--- src/rtl/uart_rx_serial.sv ---
// uart_rx_serial: 8N1 (or 8E1) UART receiver with a valid/ready holding register.
// Ports: clk, rst (async, active high), rx_serial (async line, idle high),
//        rx_ready (consumer accept) -> rx_data[7:0], rx_valid,
//        rx_frame_err / rx_overrun / rx_parity_err (one-cycle pulses).
// Build option: define UART_RX_PARITY_EN for an even-parity bit before stop.
`timescale 1ns/1ps
module uart_rx_serial #(
   parameter int CLKS_PER_BIT = 5208
) (
   input  logic       clk,
   input  logic       rst,
   input  logic       rx_serial,
   input  logic       rx_ready,
   output logic [7:0] rx_data,
   output logic       rx_valid,
   output logic       rx_frame_err,
   output logic       rx_overrun,
   output logic       rx_parity_err
);

   localparam int CW = $clog2(CLKS_PER_BIT);
   localparam int H  = CLKS_PER_BIT / 2;

   localparam logic [CW-1:0] C_LAST = CW'(CLKS_PER_BIT - 1);
   localparam logic [CW-1:0] C_HM1  = CW'(H - 1);
   localparam logic [CW-1:0] C_H    = CW'(H);
   localparam logic [CW-1:0] C_HP1  = CW'(H + 1);

   typedef enum logic [2:0] {
      S_IDLE,
      S_START,
      S_DATA,
      S_STOP,
      S_BREAK
`ifdef UART_RX_PARITY_EN
      , S_PARITY
`endif
   } state_t;

   logic          r_sync1;
   logic          r_sync2;
   logic          w_rxs;
   state_t        r_state;
   state_t        w_next;
   logic [CW-1:0] r_cnt;
   logic          r_s0;
   logic          r_s1;
   logic          w_vote_now;
   logic          w_bit;
   logic [2:0]    r_idx;
   logic [7:0]    r_shift;
   logic          w_shift;
   logic          w_deliver;
   logic          w_ferr;
   logic [7:0]    r_data;
   logic          r_valid;
   logic          r_ferr;
   logic          r_ovr;

   always_ff @(posedge clk or posedge rst) begin
      if (rst) begin
         r_sync1 <= 1'b1;
         r_sync2 <= 1'b1;
      end else begin
         r_sync1 <= rx_serial;
         r_sync2 <= r_sync1;
      end
   end

   assign w_rxs = r_sync2;

   // Vote is resolved on the third sample, combining two stored samples
   // with the live synchronized line.
   assign w_vote_now = (r_cnt == C_HP1);
   assign w_bit = (r_s0 & r_s1) | (r_s0 & w_rxs) | (r_s1 & w_rxs);

   // State register
   always_ff @(posedge clk or posedge rst) begin
      if (rst) r_state <= S_IDLE;
      else     r_state <= w_next;
   end

   // Next-state logic
   always_comb begin
      w_next = r_state;
      unique case (r_state)
         S_IDLE:  if (!w_rxs) w_next = S_START;
         S_START: if (w_vote_now) w_next = w_bit ? S_IDLE : S_DATA;
         S_DATA: begin
            if (w_vote_now && r_idx == 3'd7) begin
`ifdef UART_RX_PARITY_EN
               w_next = S_PARITY;
`else
               w_next = S_STOP;
`endif
            end
         end
`ifdef UART_RX_PARITY_EN
         S_PARITY: if (w_vote_now) w_next = S_STOP;
`endif
         S_STOP:  if (w_vote_now) w_next = w_bit ? S_IDLE : S_BREAK;
         S_BREAK: if (w_rxs) w_next = S_IDLE;
         default: w_next = S_IDLE;
      endcase
   end

   // Output (action) decode
   always_comb begin
      w_shift   = (r_state == S_DATA) && w_vote_now;
      w_deliver = (r_state == S_STOP) && w_vote_now && w_bit;
      w_ferr    = (r_state == S_STOP) && w_vote_now && !w_bit;
   end

   // Counter is held at 0 in IDLE so START begins counting from the edge.
   always_ff @(posedge clk or posedge rst) begin
      if (rst) begin
         r_cnt <= '0;
      end else if (r_state == S_IDLE || r_cnt == C_LAST) begin
         r_cnt <= '0;
      end else begin
         r_cnt <= r_cnt + 1'b1;
      end
   end

   always_ff @(posedge clk or posedge rst) begin
      if (rst) begin
         r_s0    <= 1'b1;
         r_s1    <= 1'b1;
         r_idx   <= 3'd0;
         r_shift <= 8'h00;
      end else begin
         if (r_cnt == C_HM1) r_s0 <= w_rxs;
         if (r_cnt == C_H)   r_s1 <= w_rxs;
         if (r_state != S_DATA) r_idx <= 3'd0;
         else if (w_shift)      r_idx <= r_idx + 3'd1;
         if (w_shift) r_shift <= {w_bit, r_shift[7:1]};
      end
   end

   // Holding register: a delivery may coincide with a transfer, in which
   // case valid stays high and the data is replaced.
   always_ff @(posedge clk or posedge rst) begin
      if (rst) begin
         r_data  <= 8'h00;
         r_valid <= 1'b0;
         r_ferr  <= 1'b0;
         r_ovr   <= 1'b0;
      end else begin
         r_ferr <= w_ferr;
         r_ovr  <= 1'b0;
         if (w_deliver) begin
            if (!r_valid || rx_ready) begin
               r_data  <= r_shift;
               r_valid <= 1'b1;
            end else begin
               r_ovr <= 1'b1;
            end
         end else if (r_valid && rx_ready) begin
            r_valid <= 1'b0;
         end
      end
   end

`ifdef UART_RX_PARITY_EN
   logic w_par_chk;
   logic r_par_bad;
   logic r_perr;

   assign w_par_chk = (r_state == S_PARITY) && w_vote_now;

   always_ff @(posedge clk or posedge rst) begin
      if (rst) begin
         r_par_bad <= 1'b0;
         r_perr    <= 1'b0;
      end else begin
         if (w_par_chk) r_par_bad <= w_bit ^ (^r_shift);
         r_perr <= w_deliver && (!r_valid || rx_ready) && r_par_bad;
      end
   end

   assign rx_parity_err = r_perr;
`else
   assign rx_parity_err = 1'b0;
`endif

   assign rx_data      = r_data;
   assign rx_valid     = r_valid;
   assign rx_frame_err = r_ferr;
   assign rx_overrun   = r_ovr;

endmodule

--- config.mk ---
export PLATFORM = sky130hd
export DESIGN_NAME = uart_rx_serial
export DESIGN_NICKNAME = d
export VERILOG_FILES = /design/src/rtl/uart_rx_serial.sv
export SDC_FILE = /design/constraint.sdc
export NUM_CORES = 1
export LEC_CHECK = 0
export CAP_MARGIN = 20
export CELL_PAD_IN_SITES_DETAIL_PLACEMENT = 1
export CELL_PAD_IN_SITES_GLOBAL_PLACEMENT = 2
export CORE_AREA = 2 2 72 74
export CTS_CLUSTER_DIAMETER = 120
export CTS_CLUSTER_SIZE = 16
export DETAILED_ROUTE_END_ITERATION = 12
export DIE_AREA = 0 0 74 76
export MAX_ROUTING_LAYER = met4
export PLACE_DENSITY_LB_ADDON = 0.15
export SETUP_SLACK_MARGIN = 0.5
export SYNTH_ARGS = -nofsm -noshare
export SYNTH_HDL_FRONTEND = slang
export SYNTH_SLANG_ARGS = --single-unit
--- constraint.sdc ---
create_clock -name clk -period 6.1 [get_ports clk]
set_input_delay 1.83 -clock clk [delete_from_list [all_inputs] [get_ports clk]]
set_output_delay 1.83 -clock clk [all_outputs]
set_load 0.01 [all_outputs]
# After elaboration in Yosys (flattened, before gate mapping)
# Cells that the tools add are included.
# totals
register_bits	42
input_bits	4
out_inout_bits	12
word_cells	67
# op_classes
n_addsub	2
eq_ne	16
n_mux	16
bitwise	5
reduce_logical	16
# ops
operator	count
== test 13 x 12 -> 1 bit (second input constant)	3
2-to-1 mux 3 bit	8
case mux 3 bit (5 select lines)	1
adder 13 x 1 -> 13 bit (second input constant)	1
== test 13 bit (second input constant)	1
2-to-1 mux 13 bit	1
!= test 2 bit (second input constant)	5
== test 3 x 2 -> 1 bit (second input constant)	2
== test 3 bit (second input constant)	2
logical AND 1 bit	6
2-to-1 mux 1 bit	5
AND reduction 5 bit	1
AND reduction 2 bit	2
nonzero test 2 bit	2
adder 3 x 1 -> 3 bit (second input constant)	1
AND 1 bit	3
== test 3 x 1 -> 1 bit (second input constant)	1
zero test 3 bit	1
!= test 3 x 2 -> 1 bit (second input constant)	1
zero test 1 bit	2
logical OR 1 bit	2
2-to-1 mux 2 bit	1
!= test 2 x 1 -> 1 bit (second input constant)	1
bitwise OR 1 bit	2

# Logic depth before layout (Yosys ltp)
# logic_depth
depth_word	6
depth_mapped	7
depth_no_buf	6

# Least setup slack after synthesis
# Ideal clock, no wire load.
# synth_timing
path_kind	input to register
from	in rx_ready
to	reg r_data[0], in the netlist rx_data[0]
setup_time_ps	127
arrival_time_ps	2608
t_required_ps	5973
slack_ps	3365
stages	4
n_path_buf	1
path_cell_list	nand2b_1 > and4_1 > buf_4 > mux2_1
# synth_via
elab_chain_len	2
# synth_lines
element	line	source
from (decl)	13	input logic rx_ready,
logical OR 1 bit	152	if (!r_valid || rx_ready) begin
AND reduction 2 bit (no line)	-	
to (signal assigned)	153	r_data <= r_shift;
to (decl)	55	logic [7:0] r_data;
# No other way between the ends.
# A chain may end at the register's enable or synchronous reset.

# Final worst setup path
# layout_timing
from	in rx_ready
to	reg r_data[5], in the netlist rx_data[5]
# The elaborated chain is that of the path after synthesis.

==> summary.txt <==
Slew Limit Fails - 0
Buffers on Ports - 14
mux cell area share after synthesis - 13.3%
post-synthesis async set-or-reset flop share - 100%
Antenna Cells - 0
Clock Sink Count - 42
Resize count post-CTS - 0
wire per inst - 14.5 um
CP endpoint kind - register
RSZ-0062 raised after global routing - false
# Post-CTS Setup Buffers - 0
Seq cells post-synth - 42
fillcell total - 524
Lkg Pwr - 0.980 nW
Top FF cell, synth - dfrtp_1
CP Launch Type - input pin
detailed placement HPWL - 2550 um
Die X - 74 um
Synth Area in Simple Gates - 17.3%
Crit path required time - 6.28 ns
clock transition at the registers of the reported paths - 0.09 ns
root buf cell - clkbuf_8
CTS tree - built
critical path class - input pin to register
hold_buf cts - 0
area of the multi-input gates - 786 um^2
Power per Cell Area - 230 nW/um^2
min-delay worst type - register to register
Compound-Gate Fraction of Synth Area - 3.10%
global-route wire length before repair - 6190 um
ratio of cells with drive above 1 in the final layout - 11.9%
sequential fraction of the synthesis area - 55.6%
Fin Setup TNS - 0 ns
net count reported at finish - 184
Overall Global Routing Usage - 14.7%
xor and xnor area share after synthesis - 3.69%
Post-synth EDFFs - 0
Synth area leader - dfrtp_1
Worst slew margin - 61.0%
initial antenna violation count - 0
post-synthesis cell count - 159
mean post-synth cell area - 11.9 um^2
placed insts - 238
CP arrival - 3.24 ns
Core ar. - 4910 um^2
Area Growth Syn to Fin - 16.8%
routability cong. - 0.759
initial drt markers - 42
drt pass-1 iters - 3
Hold Fails Final Rpt - 0
H-tree depth - 2
share of the synthesized area in the top cell type - 50.1%
VDD IR max - 0.0000941 V
Max Clock Skew - 0.00753 ns
largest family of logic cells by synthesized area - simple AND/OR/NAND/NOR gates
worst slew pin tran - 0.581 ns
Worst-Skew Late Latency - 0.30 ns
Die Ht - 76 um
IO Count - 16
global route overflow - 0
die area - 5620 um^2
Post-Route WL - 3560 um
largest net degree at the start of global routing - 43
final setup violation count - 0
Syn Nets - 168
row count - 26
Max-cap violations - 0
routed vias/inst - 4.98
status - complete, no violations
clock tree buffer depth - 2
fmax - 326 MHz
synth unique cells - 39
vias in the first global route - 1279
fin cells - 246
Initial Util - 38.6%
ranking of synthesized cells by area - dfrtp_1, mux2_1, dfstp_2
Ys Warns - 0
fin crit share - 50.2%
via count - 1225
hold path depth - 0
Post-DRT Antenna Nets - 0
Register Area - 1060 um^2
post-synthesis adder-cell area fraction - 3.82%
post-route minimum period - 3.07 ns
CP max FO - 8
R2R cell count - 4
DRC - 0
synthesized area - 1900 um^2
Num CTS Buffers - 5
-- cells in the mapped netlist (2+ instances only) --
master / number
dfrtp_1: 38
nor2_1: 16
mux2_1: 14
nor3_1: 9
inv_1: 7
nand3_1: 6
ha_1: 5
mux2i_1: 5
nand2_1: 5
xnor2_1: 5
clkbuf_1: 4
dfstp_2: 4
mux2_2: 4
nand4_1: 4
xor2_1: 3
a21oi_1: 2
a31oi_1: 2
and3_1: 2
buf_4: 2
o21ai_0: 2
or3_1: 2
-- state kept, by name, indices dropped and copies added (netlist names), 3 cells and up --
signal / flops
rx_data: 8
r_idx: 3
r_shift: 8
r_cnt: 13
r_state: 3
-- power by group --
part	internal [W]	total [W]	leakage, nW	switching, W
combinational	0.00000222	0.00000797	0.371	0.00000575
sequential	0.000279	0.000280	0.558	0.000000569
clock	0.000122	0.000221	0.0504	0.0000994
-- final cells by class --
class	count	area share, %
well taps	70	3.95
inverters	7	1.19
clock inverters	3	2.03
clock buffers	5	3.10
multi-input cells	104	35.4
flip-flops and latches	42	47.6
repair buffers	15	6.66
-- per-layer routing --
layer,up-vias,part of all wire (%),track usage [%]
li1,589,-,-
met1,614,44,18.0
met2,16,51,22.9
met3,6,3.4,4.37
met4,0,1.7,5.45
met5,-,0,-
-- placed cells by master, fill, tap and decap left out, types with 2 or more instances in the layout --
master / n
dfrtp_1: 38
nor2_1: 16
mux2_1: 14
clkdlybuf4s50_1: 14
nor3_1: 9
inv_1: 7
nand3_1: 6
nand2_1: 5
mux2i_1: 5
xnor2_1: 5
ha_1: 5
clkbuf_8: 5
nand4_1: 4
mux2_2: 4
dfstp_2: 4
xor2_1: 3
a31oi_1: 2
and3_1: 2
o21ai_0: 2
or3_1: 2
a21oi_1: 2
clkinvlp_4: 2
-- critical path, cell delays in order --
cell and delay [ns]:
clkdlybuf4s50_1 0.45, nand2b_1 0.13, and4_1 0.45, mux2_1 0.38
-- path summary, 6_finish.rpt --
kind / slack [ns] / end / start
setup / recovery: 3.03 / rx_data[5]$_DFFE_PP0P_ / rx_ready
hold / removal: 0.35 / r_sync2$_DFF_PP1_ / r_sync1$_DFF_PP1_
setup reg to reg: 3.49 / rx_data[5]$_DFFE_PP0P_ / r_cnt[4]$_DFF_PP0_
hold reg to reg: 0.35 / r_sync2$_DFF_PP1_ / r_sync1$_DFF_PP1_
max in group asynchronous: 3.76 / r_s0$_DFFE_PP1N_ / rst
min in group asynchronous: 1.96 / r_shift[1]$_DFFE_PP0P_ / rst
-- cells by family (layout without fill, tap and decap cells) --
kind of cell / count (synthesis) / count (layout)
xor gates and xnor gates: 8 / 8
muxes: 23 / 23
and+or+nand+nor: 57 / 57
other: 1 / 1
buffers and inverters: 13 / 30
DFF: 42 / 42
AOI/OAI and AO/OA: 9 / 9
adders and majority gates: 6 / 6
-- stage by stage --
stage / setup slack, ns / hold WS [ns] / cell area, um^2 / utilization, % / power (W)
floorplan: 3.30 / 0.345 / 1900 / - / 0.000290
global placement: 2.78 / 0.355 / 2100 / 42.8 / 0.000294
detailed placement: 2.69 / 0.351 / 2100 / 42.8 / 0.000294
CTS: 3.01 / 0.361 / 2220 / 45.1 / 0.000520
global route: 2.96 / 0.361 / 2220 / 45.1 / 0.000531
finish: 3.03 / 0.355 / 2220 / 45.1 / 0.000509
Power figures use the tool's default switching activity.
